<file path="config.mk">
export PLATFORM = sky130hd
export DESIGN_NAME = mem_bus_arbiter
export DESIGN_NICKNAME = d
export VERILOG_FILES = /design/src/rtl/mem_bus_arbiter.sv
export SDC_FILE = /design/constraint.sdc
export NUM_CORES = 1
export LEC_CHECK = 0
export BUFFER_PORTS_ARGS = -buffer_cell sky130_fd_sc_hd__buf_2
export CORE_AREA = 2 2 197 199
export CTS_BUF_LIST = sky130_fd_sc_hd__clkbuf_8
export DETAILED_ROUTE_END_ITERATION = 8
export DIE_AREA = 0 0 199 201
export PLACE_DENSITY = 0.54
export SETUP_SLACK_MARGIN = 0.5
export SLEW_MARGIN = 0
export SYNTH_ARGS = -nofsm -noshare
export SYNTH_HDL_FRONTEND = slang
export SYNTH_SLANG_ARGS = --single-unit
</file>
<file path="constraint.sdc">
create_clock -name clk -period 13.3 [get_ports clk]
set_clock_uncertainty 0.15 [all_clocks]
set_input_delay 0.665 -clock clk [delete_from_list [all_inputs] [get_ports clk]]
set_output_delay 0.665 -clock clk [all_outputs]
set_load 0.01 [all_outputs]
</file>
<file path="src/rtl/mem_bus_arbiter.sv">
// mem_bus_arbiter: shares one downstream memory port between the fetch (I) and
// data (D) request buses. D wins ties unless fetch has been starved for
// STARVE_LIMIT consecutive D grants.
// Optional build macro ARB_PERF_CNT_EN adds perf_i_grants, perf_d_grants and
// perf_conflicts counters.
module mem_bus_arbiter #(
  parameter int unsigned STARVE_LIMIT = 4,
  parameter int unsigned ADDR_W       = 64
) (
  input  logic              clk,
  input  logic              rst,
  input  logic              i_valid,
  input  logic [ADDR_W-1:0] i_addr,
  output logic              i_addr_ok,
  output logic              i_data_ok,
  output logic [31:0]       i_data,
  input  logic              d_valid,
  input  logic [ADDR_W-1:0] d_addr,
  input  logic [2:0]        d_size,
  input  logic [7:0]        d_strobe,
  input  logic [63:0]       d_wdata,
  output logic              d_addr_ok,
  output logic              d_data_ok,
  output logic [63:0]       d_rdata,
  output logic              c_valid,
  output logic [ADDR_W-1:0] c_addr,
  output logic [2:0]        c_size,
  output logic [7:0]        c_strobe,
  output logic [63:0]       c_wdata,
  input  logic              c_ready,
  input  logic              c_rvalid,
  input  logic [63:0]       c_rdata
`ifdef ARB_PERF_CNT_EN
  ,
  output logic [31:0]       perf_i_grants,
  output logic [31:0]       perf_d_grants,
  output logic [31:0]       perf_conflicts
`endif
);

  localparam int unsigned CNT_W = (STARVE_LIMIT < 1) ? 1 : $clog2(STARVE_LIMIT + 1);
  localparam logic [CNT_W-1:0] STARVE_MAX = CNT_W'(STARVE_LIMIT);
  localparam logic [2:0] FETCH_SIZE = 3'b010;

  typedef enum logic [1:0] {S_IDLE, S_REQ, S_WAIT} state_e;

  state_e            state_q, state_d;
  logic              owner_d_q, owner_d_d;   // 1 = data bus owns the transaction
  logic              c_valid_q, c_valid_d;
  logic [ADDR_W-1:0] c_addr_q, c_addr_d;
  logic [2:0]        c_size_q, c_size_d;
  logic [7:0]        c_strobe_q, c_strobe_d;
  logic [63:0]       c_wdata_q, c_wdata_d;
  logic [CNT_W-1:0]  starve_cnt_q, starve_cnt_d;
  logic              grant_d;                // IDLE pick: 1 = D, 0 = I
  logic              resp_c;

  // Response arrives in WAIT, or together with acceptance in REQ.
  assign resp_c = c_rvalid && ((state_q == S_WAIT) || ((state_q == S_REQ) && c_ready));

  assign i_addr_ok = resp_c && !owner_d_q;
  assign i_data_ok = resp_c && !owner_d_q;
  assign d_addr_ok = resp_c && owner_d_q;
  assign d_data_ok = resp_c && owner_d_q;
  assign i_data    = i_data_ok ? (c_addr_q[2] ? c_rdata[63:32] : c_rdata[31:0]) : 32'h0;
  assign d_rdata   = d_data_ok ? c_rdata : 64'h0;

  assign c_valid  = c_valid_q;
  assign c_addr   = c_addr_q;
  assign c_size   = c_size_q;
  assign c_strobe = c_strobe_q;
  assign c_wdata  = c_wdata_q;

  // Grant selection, request latching and state transitions.
  always_comb begin
    state_d      = state_q;
    owner_d_d    = owner_d_q;
    c_valid_d    = c_valid_q;
    c_addr_d     = c_addr_q;
    c_size_d     = c_size_q;
    c_strobe_d   = c_strobe_q;
    c_wdata_d    = c_wdata_q;
    starve_cnt_d = starve_cnt_q;
    grant_d      = d_valid && !(i_valid && (starve_cnt_q == STARVE_MAX));
    unique case (state_q)
      S_IDLE: begin
        if (i_valid || d_valid) begin
          state_d   = S_REQ;
          owner_d_d = grant_d;
          c_valid_d = 1'b1;
          if (grant_d) begin
            c_addr_d   = d_addr;
            c_size_d   = d_size;
            c_strobe_d = d_strobe;
            c_wdata_d  = d_wdata;
            if (!i_valid)                       starve_cnt_d = '0;
            else if (starve_cnt_q != STARVE_MAX) starve_cnt_d = starve_cnt_q + CNT_W'(1);
          end else begin
            c_addr_d     = i_addr;
            c_size_d     = FETCH_SIZE;
            c_strobe_d   = 8'h00;
            c_wdata_d    = 64'h0;
            starve_cnt_d = '0;
          end
        end
      end
      S_REQ: begin
        if (c_ready) begin
          c_valid_d = 1'b0;
          state_d   = c_rvalid ? S_IDLE : S_WAIT;
        end
      end
      S_WAIT: begin
        if (c_rvalid) state_d = S_IDLE;
      end
      default: begin
        state_d   = S_IDLE;
        c_valid_d = 1'b0;
      end
    endcase
  end

  // State and request registers.
  always_ff @(posedge clk or posedge rst) begin
    if (rst) begin
      state_q      <= S_IDLE;
      owner_d_q    <= 1'b0;
      c_valid_q    <= 1'b0;
      c_addr_q     <= '0;
      c_size_q     <= '0;
      c_strobe_q   <= '0;
      c_wdata_q    <= '0;
      starve_cnt_q <= '0;
    end else begin
      state_q      <= state_d;
      owner_d_q    <= owner_d_d;
      c_valid_q    <= c_valid_d;
      c_addr_q     <= c_addr_d;
      c_size_q     <= c_size_d;
      c_strobe_q   <= c_strobe_d;
      c_wdata_q    <= c_wdata_d;
      starve_cnt_q <= starve_cnt_d;
    end
  end

`ifdef ARB_PERF_CNT_EN
  logic [31:0] perf_i_q, perf_i_d;
  logic [31:0] perf_d_q, perf_d_d;
  logic [31:0] perf_conf_q, perf_conf_d;

  // Grant and conflict counters, wrapping.
  always_comb begin
    perf_i_d    = perf_i_q;
    perf_d_d    = perf_d_q;
    perf_conf_d = perf_conf_q;
    if (state_q == S_IDLE) begin
      if (i_valid && d_valid)  perf_conf_d = perf_conf_q + 32'd1;
      if (d_valid && grant_d)  perf_d_d    = perf_d_q + 32'd1;
      if (i_valid && !grant_d) perf_i_d    = perf_i_q + 32'd1;
    end
  end

  // Counter registers.
  always_ff @(posedge clk or posedge rst) begin
    if (rst) begin
      perf_i_q    <= 32'h0;
      perf_d_q    <= 32'h0;
      perf_conf_q <= 32'h0;
    end else begin
      perf_i_q    <= perf_i_d;
      perf_d_q    <= perf_d_d;
      perf_conf_q <= perf_conf_d;
    end
  end

  assign perf_i_grants  = perf_i_q;
  assign perf_d_grants  = perf_d_q;
  assign perf_conflicts = perf_conf_q;
`endif

endmodule

</file>
# Word-level counts from Yosys, hierarchy flattened
# Index checks and enable logic that the tools add are counted.
[totals] reg_bits=146 in_bits=273 out_inout_bits=240 elab_cells=51
[op_classes] add_sub_neg=1 n_eq_ne=8 muxes=18 bitwise_logic=1 n_reduce_logical=15
[op_table] op="$mux 64" n=3
[op_table] op="$mux 32" n=2
[op_table] op="$mux 3" n=4
[op_table] op="$reduce_and 3->1" n=3
[op_table] op="$mux 2" n=4
[op_table] op="$mux 8" n=1
[op_table] op="$logic_and 1x1->1" n=6
[op_table] op="$ne 2x2->1 const B" n=3
[op_table] op="$pmux 2 s3" n=1
[op_table] op="$add 3x1->3 const B" n=1
[op_table] op="$eq 3x3->1 const B" n=1
[op_table] op="$ne 3x2->1 const B" n=1
[op_table] op="$ne 3x3->1 const B" n=1
[op_table] op="$pmux 1 s3" n=1
[op_table] op="$eq 2x1->1 const B" n=1
[op_table] op="$eq 2x2->1 const B" n=1
[op_table] op="$logic_not 1->1" n=2
[op_table] op="$logic_not 2->1" n=1
[op_table] op="$logic_or 1x1->1" n=2
[op_table] op="$mux 1" n=2
[op_table] op="$reduce_and 2->1" n=1
[op_table] op="$not 1->1" n=1

# Depth between registers and ports, before layout
# Gate-level depths: netlist of the first run.
[depth] word_depth=6 mapped_depth=7 depth_no_buf=5

# Worst setup path before layout of the first run
# No wires, ideal clock.
[synth_path] path_kind="input to output" startpoint="input port c_ready" endpoint="output port i_data_ok" t_arrival_ps=1773 t_required_ps=12485 path_slack_ps=10712 stages=5 n_path_buf=2 path_cell_list="and3b_1 o211ai_1 clkbuf_1 inv_1 buf_4"
[synth_between] elab_chain_cells=4
[synth_rtl] element="start, declared" line_no="30" source="input logic c_ready,"
[synth_rtl] element="$logic_and 1x1->1" line_no="59" source="assign resp_c = c_rvalid && ((state_q == S_WAIT) || ((state_q == S_REQ) && c_ready));"
[synth_rtl] element="$logic_or 1x1->1" line_no="59"
[synth_rtl] element="$logic_and 1x1->1" line_no="59"
[synth_rtl] element="$logic_and 1x1->1"
[synth_rtl] element="end, declared" line_no="15" source="output logic i_data_ok,"
# No other way between the ends.

# Final worst setup path of the first run
[layout_path] startpoint="register c_addr_q[2], in the netlist c_addr[2]" endpoint="output port i_data[27]"
[layout_between] elab_chain_cells=2
[layout_rtl] element="start, declared" line_no="50" source="logic [ADDR_W-1:0] c_addr_q, c_addr_d;"
[layout_rtl] element="start signal, assigned" line_no="138" source="c_addr_q <= c_addr_d;"
[layout_rtl] element="$mux 32 (2 in a row)" line_no="65" source="assign i_data = i_data_ok ? (c_addr_q[2] ? c_rdata[63:32] : c_rdata[31:0]) : 32'h0;"
[layout_rtl] element="end, declared" line_no="16" source="output logic [31:0] i_data,"
# No other way between the ends.

==> results.py, run 1 <==
metrics = {
    "clock_network": {
        "htreeDepth": 4,
        "cts_resized": 0,
        "max-clock-path-buffers": 2,
        "cts_buffers": 17,
        "post_cts_buffers": 0,
        "clock-sinks": 146,
        "cts_tree": "done",
        "cts_hold_buf": 0,
        "path_clk_slew_ns": 0.10,
        "clkLatencyLatePin_ns": 0.48,
        "cts_root_buffer": "clkbuf_8",
    },
    "critical_path": {
        "crit_fanout": 34,
        "endpoint_kind": "primary output",
        "worstSetupPathType": "reg -> out",
        "crit_required_ns": 12.48,
        "cp-start-kind": "flop",
        "critPathArrivalTime_ns": 2.47,
    },
    "synthesis": {
        "yosysUniqueCellTypes": 31,
        "synth_area_per_cell_um2": 9.244,
        "ys_seq_area_frac": 0.4722,
        "yosys_warnings": 0,
        "synth_edf_count": 0,
        "async_flop_share": 1.000,
        "synth_ff_type": "dfrtp_1",
        "syn-instance-count": 837,
        "yosys-top-cells-area": "dfrtp_1 (47%), o21ai_0 (12%), a2bb2oi_1 (7.2%)",
        "syn-cell-area_um2": 7737,
        "synthesis.nets": 1112,
        "synth_seq_cells": 146,
        "synth_top_area_share": 0.4722,
        "synth_top_area_cell": "dfrtp_1",
    },
    "floorplan": {
        "start_util": 0.2030,
        "die_h_um": 201,
        "num_io_pins": 513,
        "rows": 72,
        "die_w_um": 199,
        "coreArea_um2": 38110,
        "die_area_um2": 40000,
    },
    "sta": {
        "fin_crit_sh": 0.2466,
        "drv_slew": 0,
        "tns_ns": 0,
        "finalSetupViolCount": 0,
        "relSlewSlack": 0.2050,
        "hold_viol": 0,
        "max_freq_mhz": 304.8,
        "max_slew.worst_pin.slew_ns": 1.192,
        "rsz0062_at_grt": "no",
        "finalCriticalPeriod_ns": 3.280,
        "hold-worst-slack_ns": 0.1363,
        "final.setup.worst_slack_ns": 10.02,
    },
    "detailed_routing": {
        "drt-vias-per-instance": 4.798,
        "drt-wirelength-per-cell_um": 19.82,
        "first_pass_iters": 5,
        "drt-total-wl_um": 35870,
        "ant_nets": 0,
        "num_vias": 8685,
        "first_iter_violations": 694,
        "drcViolationCount": 0,
    },
    "global_route": {
        "grt_max_degree": 89,
        "grt_pass1_wl_um": 52760,
        "grt_pass1_vias": 8520,
        "antenna_found_initial": 11,
        "gr-total-overflow": 0,
        "grtUsageTotal": 0.1745,
    },
    "placement": {
        "gp_congestion": 0.8627,
        "place_area_um2": 10640,
        "pre_cts_slack_ns": 10.25,
        "hpwl_um": 25250,
        "numPortBuffers": 512,
    },
    "flow_run": {
        "drv_cap": 0,
    },
    "pwr": {
        "power_leakage_uw": 0.005540,
        "p_total_uw": 2241,
        "p_per_area_nw_per_um2": 201.7,
        "ir_worst_vdd_v": 0.00008073,
    },
    "cells_and_area": {
        "drive_above_1_share": 0.4405,
        "fin_nets": 1547,
        "nFillCells": 4126,
        "finish.instance_area_um2": 11110,
        "area_growth_syn_to_layout_pct": 43.61,
    },
    "worst_hold_path": {
        "worst_hold_path_type": "in -> async",
    },
    "status": {
        "run_status": "complete, no violations",
    },
}
[path summary, 6_finish.rpt]
path / slack, ns / endpoint / cells past startpoint / start
max: 10.02 / i_data[27] / 3 / c_addr[2]
min: 0.14 / c_wdata[22] / 2 / rst
max reg2reg: 10.41 / c_addr[55] / 5 / state_q[0]
min reg2reg: 0.34 / c_valid / 2 / c_valid
max in group asynchronous: 11.33 / c_wdata[29] / 3 / rst
min in group clk: 0.23 / state_q[1] / 2 / c_rvalid
[flip-flops by register name, indices dropped and copies added (netlist names)]
signal and cells:
c_addr 64, c_size 3, c_strobe 8, c_valid 1, c_wdata 64, owner_d_q 1, starve_cnt_q 3, state_q 2
[cell families (layout without fill, tap and decap cells)]
family / after synthesis / in the layout / synth area share
flops: 146 / 146 / 0.4722
mux: 32 / 32 / 0.04140
other cells: 0 / 7 / 0
fa+ha+maj: 2 / 2 / 0.003234
simple gates: 191 / 191 / 0.1303
compound gates: 352 / 352 / 0.2935
buf+inv: 114 / 562 / 0.05935
[layout by cell type (no fill, tap or decap), types with 3 or more instances in the layout]
cell type,count
a2bb2oi_1,64
a311oi_1,64
and2_1,65
buf_2,511
buf_4,12
bufinv_16,5
clkbuf_8,18
clkinv_2,3
dfrtp_1,145
diode_2,7
inv_1,6
inv_6,3
mux2i_1,32
nand2_1,3
nand3_1,75
nor2_1,35
o21ai_0,190
o21ai_1,29
[synthesized netlist by cell type, types with 2 or more instances]
| cell type | count |
|---|---|
| o21ai_0 | 190 |
| dfrtp_1 | 146 |
| clkbuf_1 | 89 |
| nand3_1 | 76 |
| and2_1 | 65 |
| a2bb2oi_1 | 64 |
| a311oi_1 | 64 |
| nor2_1 | 35 |
| mux2i_1 | 32 |
| o21ai_1 | 29 |
| buf_2 | 10 |
| inv_1 | 6 |
| buf_1 | 4 |
| nand2_1 | 4 |
| buf_4 | 3 |
| ha_1 | 2 |
| nand2b_1 | 2 |
| nor2_2 | 2 |
| or2_1 | 2 |
[layer usage]
metal | share of wire | global-route usage | vias to the layer above
li1 | - | - | 3966
met1 | 0.39 | 0.2065 | 4245
met2 | 0.50 | 0.2927 | 413
met3 | 0.070 | 0.04234 | 57
met4 | 0.037 | 0.08795 | 4
met5 | 0.00075 | 0 | -
[area by class of cell]
| cell class | instances | area [µm²] | share of cell area |
|---|---|---|---|
| clock inverter | 14 | 211.5 | 0.01903 |
| antenna | 7 | 17.52 | 0.001576 |
| multi-input combinational | 577 | 3654 | 0.3288 |
| inverter | 7 | 31.28 | 0.002815 |
| tap | 518 | 648.1 | 0.05833 |
| timing repair buffer | 523 | 2648 | 0.2383 |
| clock buffer | 18 | 247.7 | 0.02229 |
| sequential | 146 | 3655 | 0.3289 |
[stage by stage]
stage / util / instances
finish: 0.2916 / 1810
global placement: 0.2791 / 1771
detailed placement: 0.2791 / 1771
global route: 0.2915 / 1809
floorplan: - / 837
CTS: 0.2911 / 1803
[report_power, final]
part	internal [µW]	leakage, µW	switching (µW)	total, µW
Clock	228	0.000235	195	423
Combinational	434	0.00352	585	1020
Sequential	658	0.00178	140	798
[critical path: stages (launching register included)]
cell and delay [ns]:
dfrtp_2 1.00, mux2i_1 0.70, nor2_1 0.10, buf_2 0.17
No activity file was read; power rests on OpenSTA's default activity.
==> run 2: changes to the inputs <==
- PLACE_DENSITY: 0.54 -> 0.56
- clock period: 13.3 -> 2.78 ns (I/O delays scaled with it)
==> run 2 against run 1 <==
  * Clock power grew to 4.0 times the previous value
  * Wire length rose by 6.5%
  * Largest cell class is now buffers
  * Sequential power rose to 4.7 times the previous value
==> results.py, run 2 (synthesized netlist as in run 1, its figures left out) <==
metrics = {
    "clock_network": {
        "max-clock-path-buffers": 2,
        "htreeDepth": 4,
        "clkLatencyLatePin_ns": 0.45,
        "cts_root_buffer": "clkbuf_8",
        "path_clk_slew_ns": 0.10,
        "clock-sinks": 146,
        "cts_tree": "done",
        "cts_buffers": 17,
    },
    "floorplan": {
        "start_util": 0.2030,
        "rows": 72,
        "die_h_um": 201,
        "coreArea_um2": 38110,
        "num_io_pins": 513,
        "die_area_um2": 40000,
        "die_w_um": 199,
    },
    "detailed_routing": {
        "first_pass_iters": 5,
        "num_vias": 9767,
        "drcViolationCount": 0,
        "ant_nets": 0,
        "first_iter_violations": 692,
        "drt-total-wl_um": 38210,
        "drt-vias-per-instance": 4.811,
        "drt-wirelength-per-cell_um": 18.82,
    },
    "critical_path": {
        "max_stage_delay_ns": 0.44,
        "cp-start-kind": "flop",
        "path_cells": "and3b_2, o211ai_1, buf_4, buf_12, nor2_2, buf_2",
        "critPathArrivalTime_ns": 1.98,
        "endpoint_kind": "primary output",
        "crit_required_ns": 2.49,
        "worstSetupPathType": "reg -> out",
        "critical_path.top_delay_family": "buffers and inverters",
        "crit_fanout": 17,
        "cp_num_buf_inv": 3,
        "cpMaxStageDelayCell": "dfrtp_1",
    },
    "global_route": {
        "grt_pass1_wl_um": 55740,
        "gr-total-overflow": 0,
        "grtUsageTotal": 0.1789,
        "grt_max_degree": 102,
        "antenna_found_initial": 2,
        "grt_pass1_vias": 9842,
    },
    "cells_and_area": {
        "final_common_cell": "buf_2",
        "drive_above_1_share": 0.3967,
        "area_growth_syn_to_layout_pct": 74.55,
        "layout_common_cells": "buf_2 (508), dlygate4sd3_1 (210), o21ai_0 (190)",
        "fin_nets": 1772,
    },
    "pwr": {
        "p_per_area_nw_per_um2": 804.3,
        "power_frac_clock": 0.157,
        "ir_worst_vdd_v": 0.0004451,
        "pwr-share-seq": 0.347,
        "combPwrFrac": 0.496,
        "cell_internal_pwr_uw": 6300,
        "sw_frac_of_total": 0.4200,
        "p_sw_uw": 4562,
        "power_leakage_uw": 0.006482,
    },
    "sta": {
        "finalCriticalPeriod_ns": 2.268,
        "rsz0062_at_grt": "yes",
        "fin_crit_sh": 0.8157,
        "tns_ns": 0,
        "max_slew.worst_pin.slew_ns": 1.011,
        "hold_viol": 0,
        "relSlewSlack": 0.3253,
        "max_freq_mhz": 441.0,
        "finalSetupViolCount": 0,
        "hold-worst-slack_ns": 0.1532,
        "drv_slew": 0,
    },
    "placement": {
        "hpwl_um": 25180,
        "numPortBuffers": 512,
        "gp_congestion": 0.9000,
    },
    "worst_hold_path": {
        "worst_hold_path_type": "in -> async",
    },
    "flow_run": {
        "drv_cap": 0,
    },
    "status": {
        "run_status": "complete, no violations",
    },
}
==> run 2: worst paths after layout <==
| path | startpoint | end | slack, ns | cells after the start |
|---|---|---|---|---|
| worst min-delay path | rst | c_addr[53] | 0.15 | 3 |
| worst min register to register | c_valid | c_valid | 0.34 | 2 |
| min in group clk | i_addr[29] | c_addr[29] | 0.32 | 4 |
| max in group asynchronous | rst | c_wdata[53] | 1.58 | 4 |
| worst max register to register | starve_cnt_q[0] | c_wdata[12] | 0.63 | 7 |
| worst max-delay path | state_q[1] | i_data[24] | 0.51 | 6 |
==> run 2: worst min-delay path, cell delays in order <==
cell	delay [ns]
dlygate4sd3_1	0.53
buf_2	0.13
clkinvlp_4	0.41
==> run 2: area by class of cell <==
type	count	area [µm²]
Clock inverter	14	131.4
Inverter	7	30.03
Antenna cell	2	5.005
Tap cell	518	648.1
Sequential cell	146	3659
Multi-Input combinational cell	577	3729
Fill cell	3886	24600
Timing Repair Buffer	748	5056
Clock buffer	18	247.7
==> run 2: timing repair <==
action                                 in CTS  in global routing
endpoints found under the hold margin     203                  0
cloned                                      0                  4
pin swaps                                   0                  4
hold buffers                              210                  0
setup endpoints to repair                  97                 99
buffers inserted                            0                  1
gates resized for setup                    11                 28
==> run 2: per-stage QoR <==
stage	worst slack, ns	power [µW]	utilization	instance area (µm²)	std cells
after detailed placement	0.7581	8801	0.2837	10810	1781
after CTS	0.4514	10820	0.3498	13330	2023
final	0.5124	10860	0.3544	13510	2030
after global routing	0.3872	11600	0.3544	13510	2030
after floorplan	0.6580	6549	-	7741	837
after global placement	0.8429	8728	0.2837	10810	1781
==> run 2: power by group through the flow <==
stage / combinational [µW] / sequential (µW) / clock [µW]
6_report: 5390 / 3770 / 1700
5_1_grt: 5850 / 3900 / 1850
4_1_cts: 5300 / 3750 / 1760
3_5_place_dp: 5030 / 3770 / 0
3_3_place_gp: 4970 / 3760 / 0
2_1_floorplan: 2390 / 4160 / 0
==> run 2: routing by layer <==
metal	up-vias	wire length [µm]	track usage
met5	-	0	0
met1	4747	14420	0.2069
met4	0	2146	0.1106
met3	99	2483	0.03545
li1	4421	-	-
met2	500	19160	0.3023
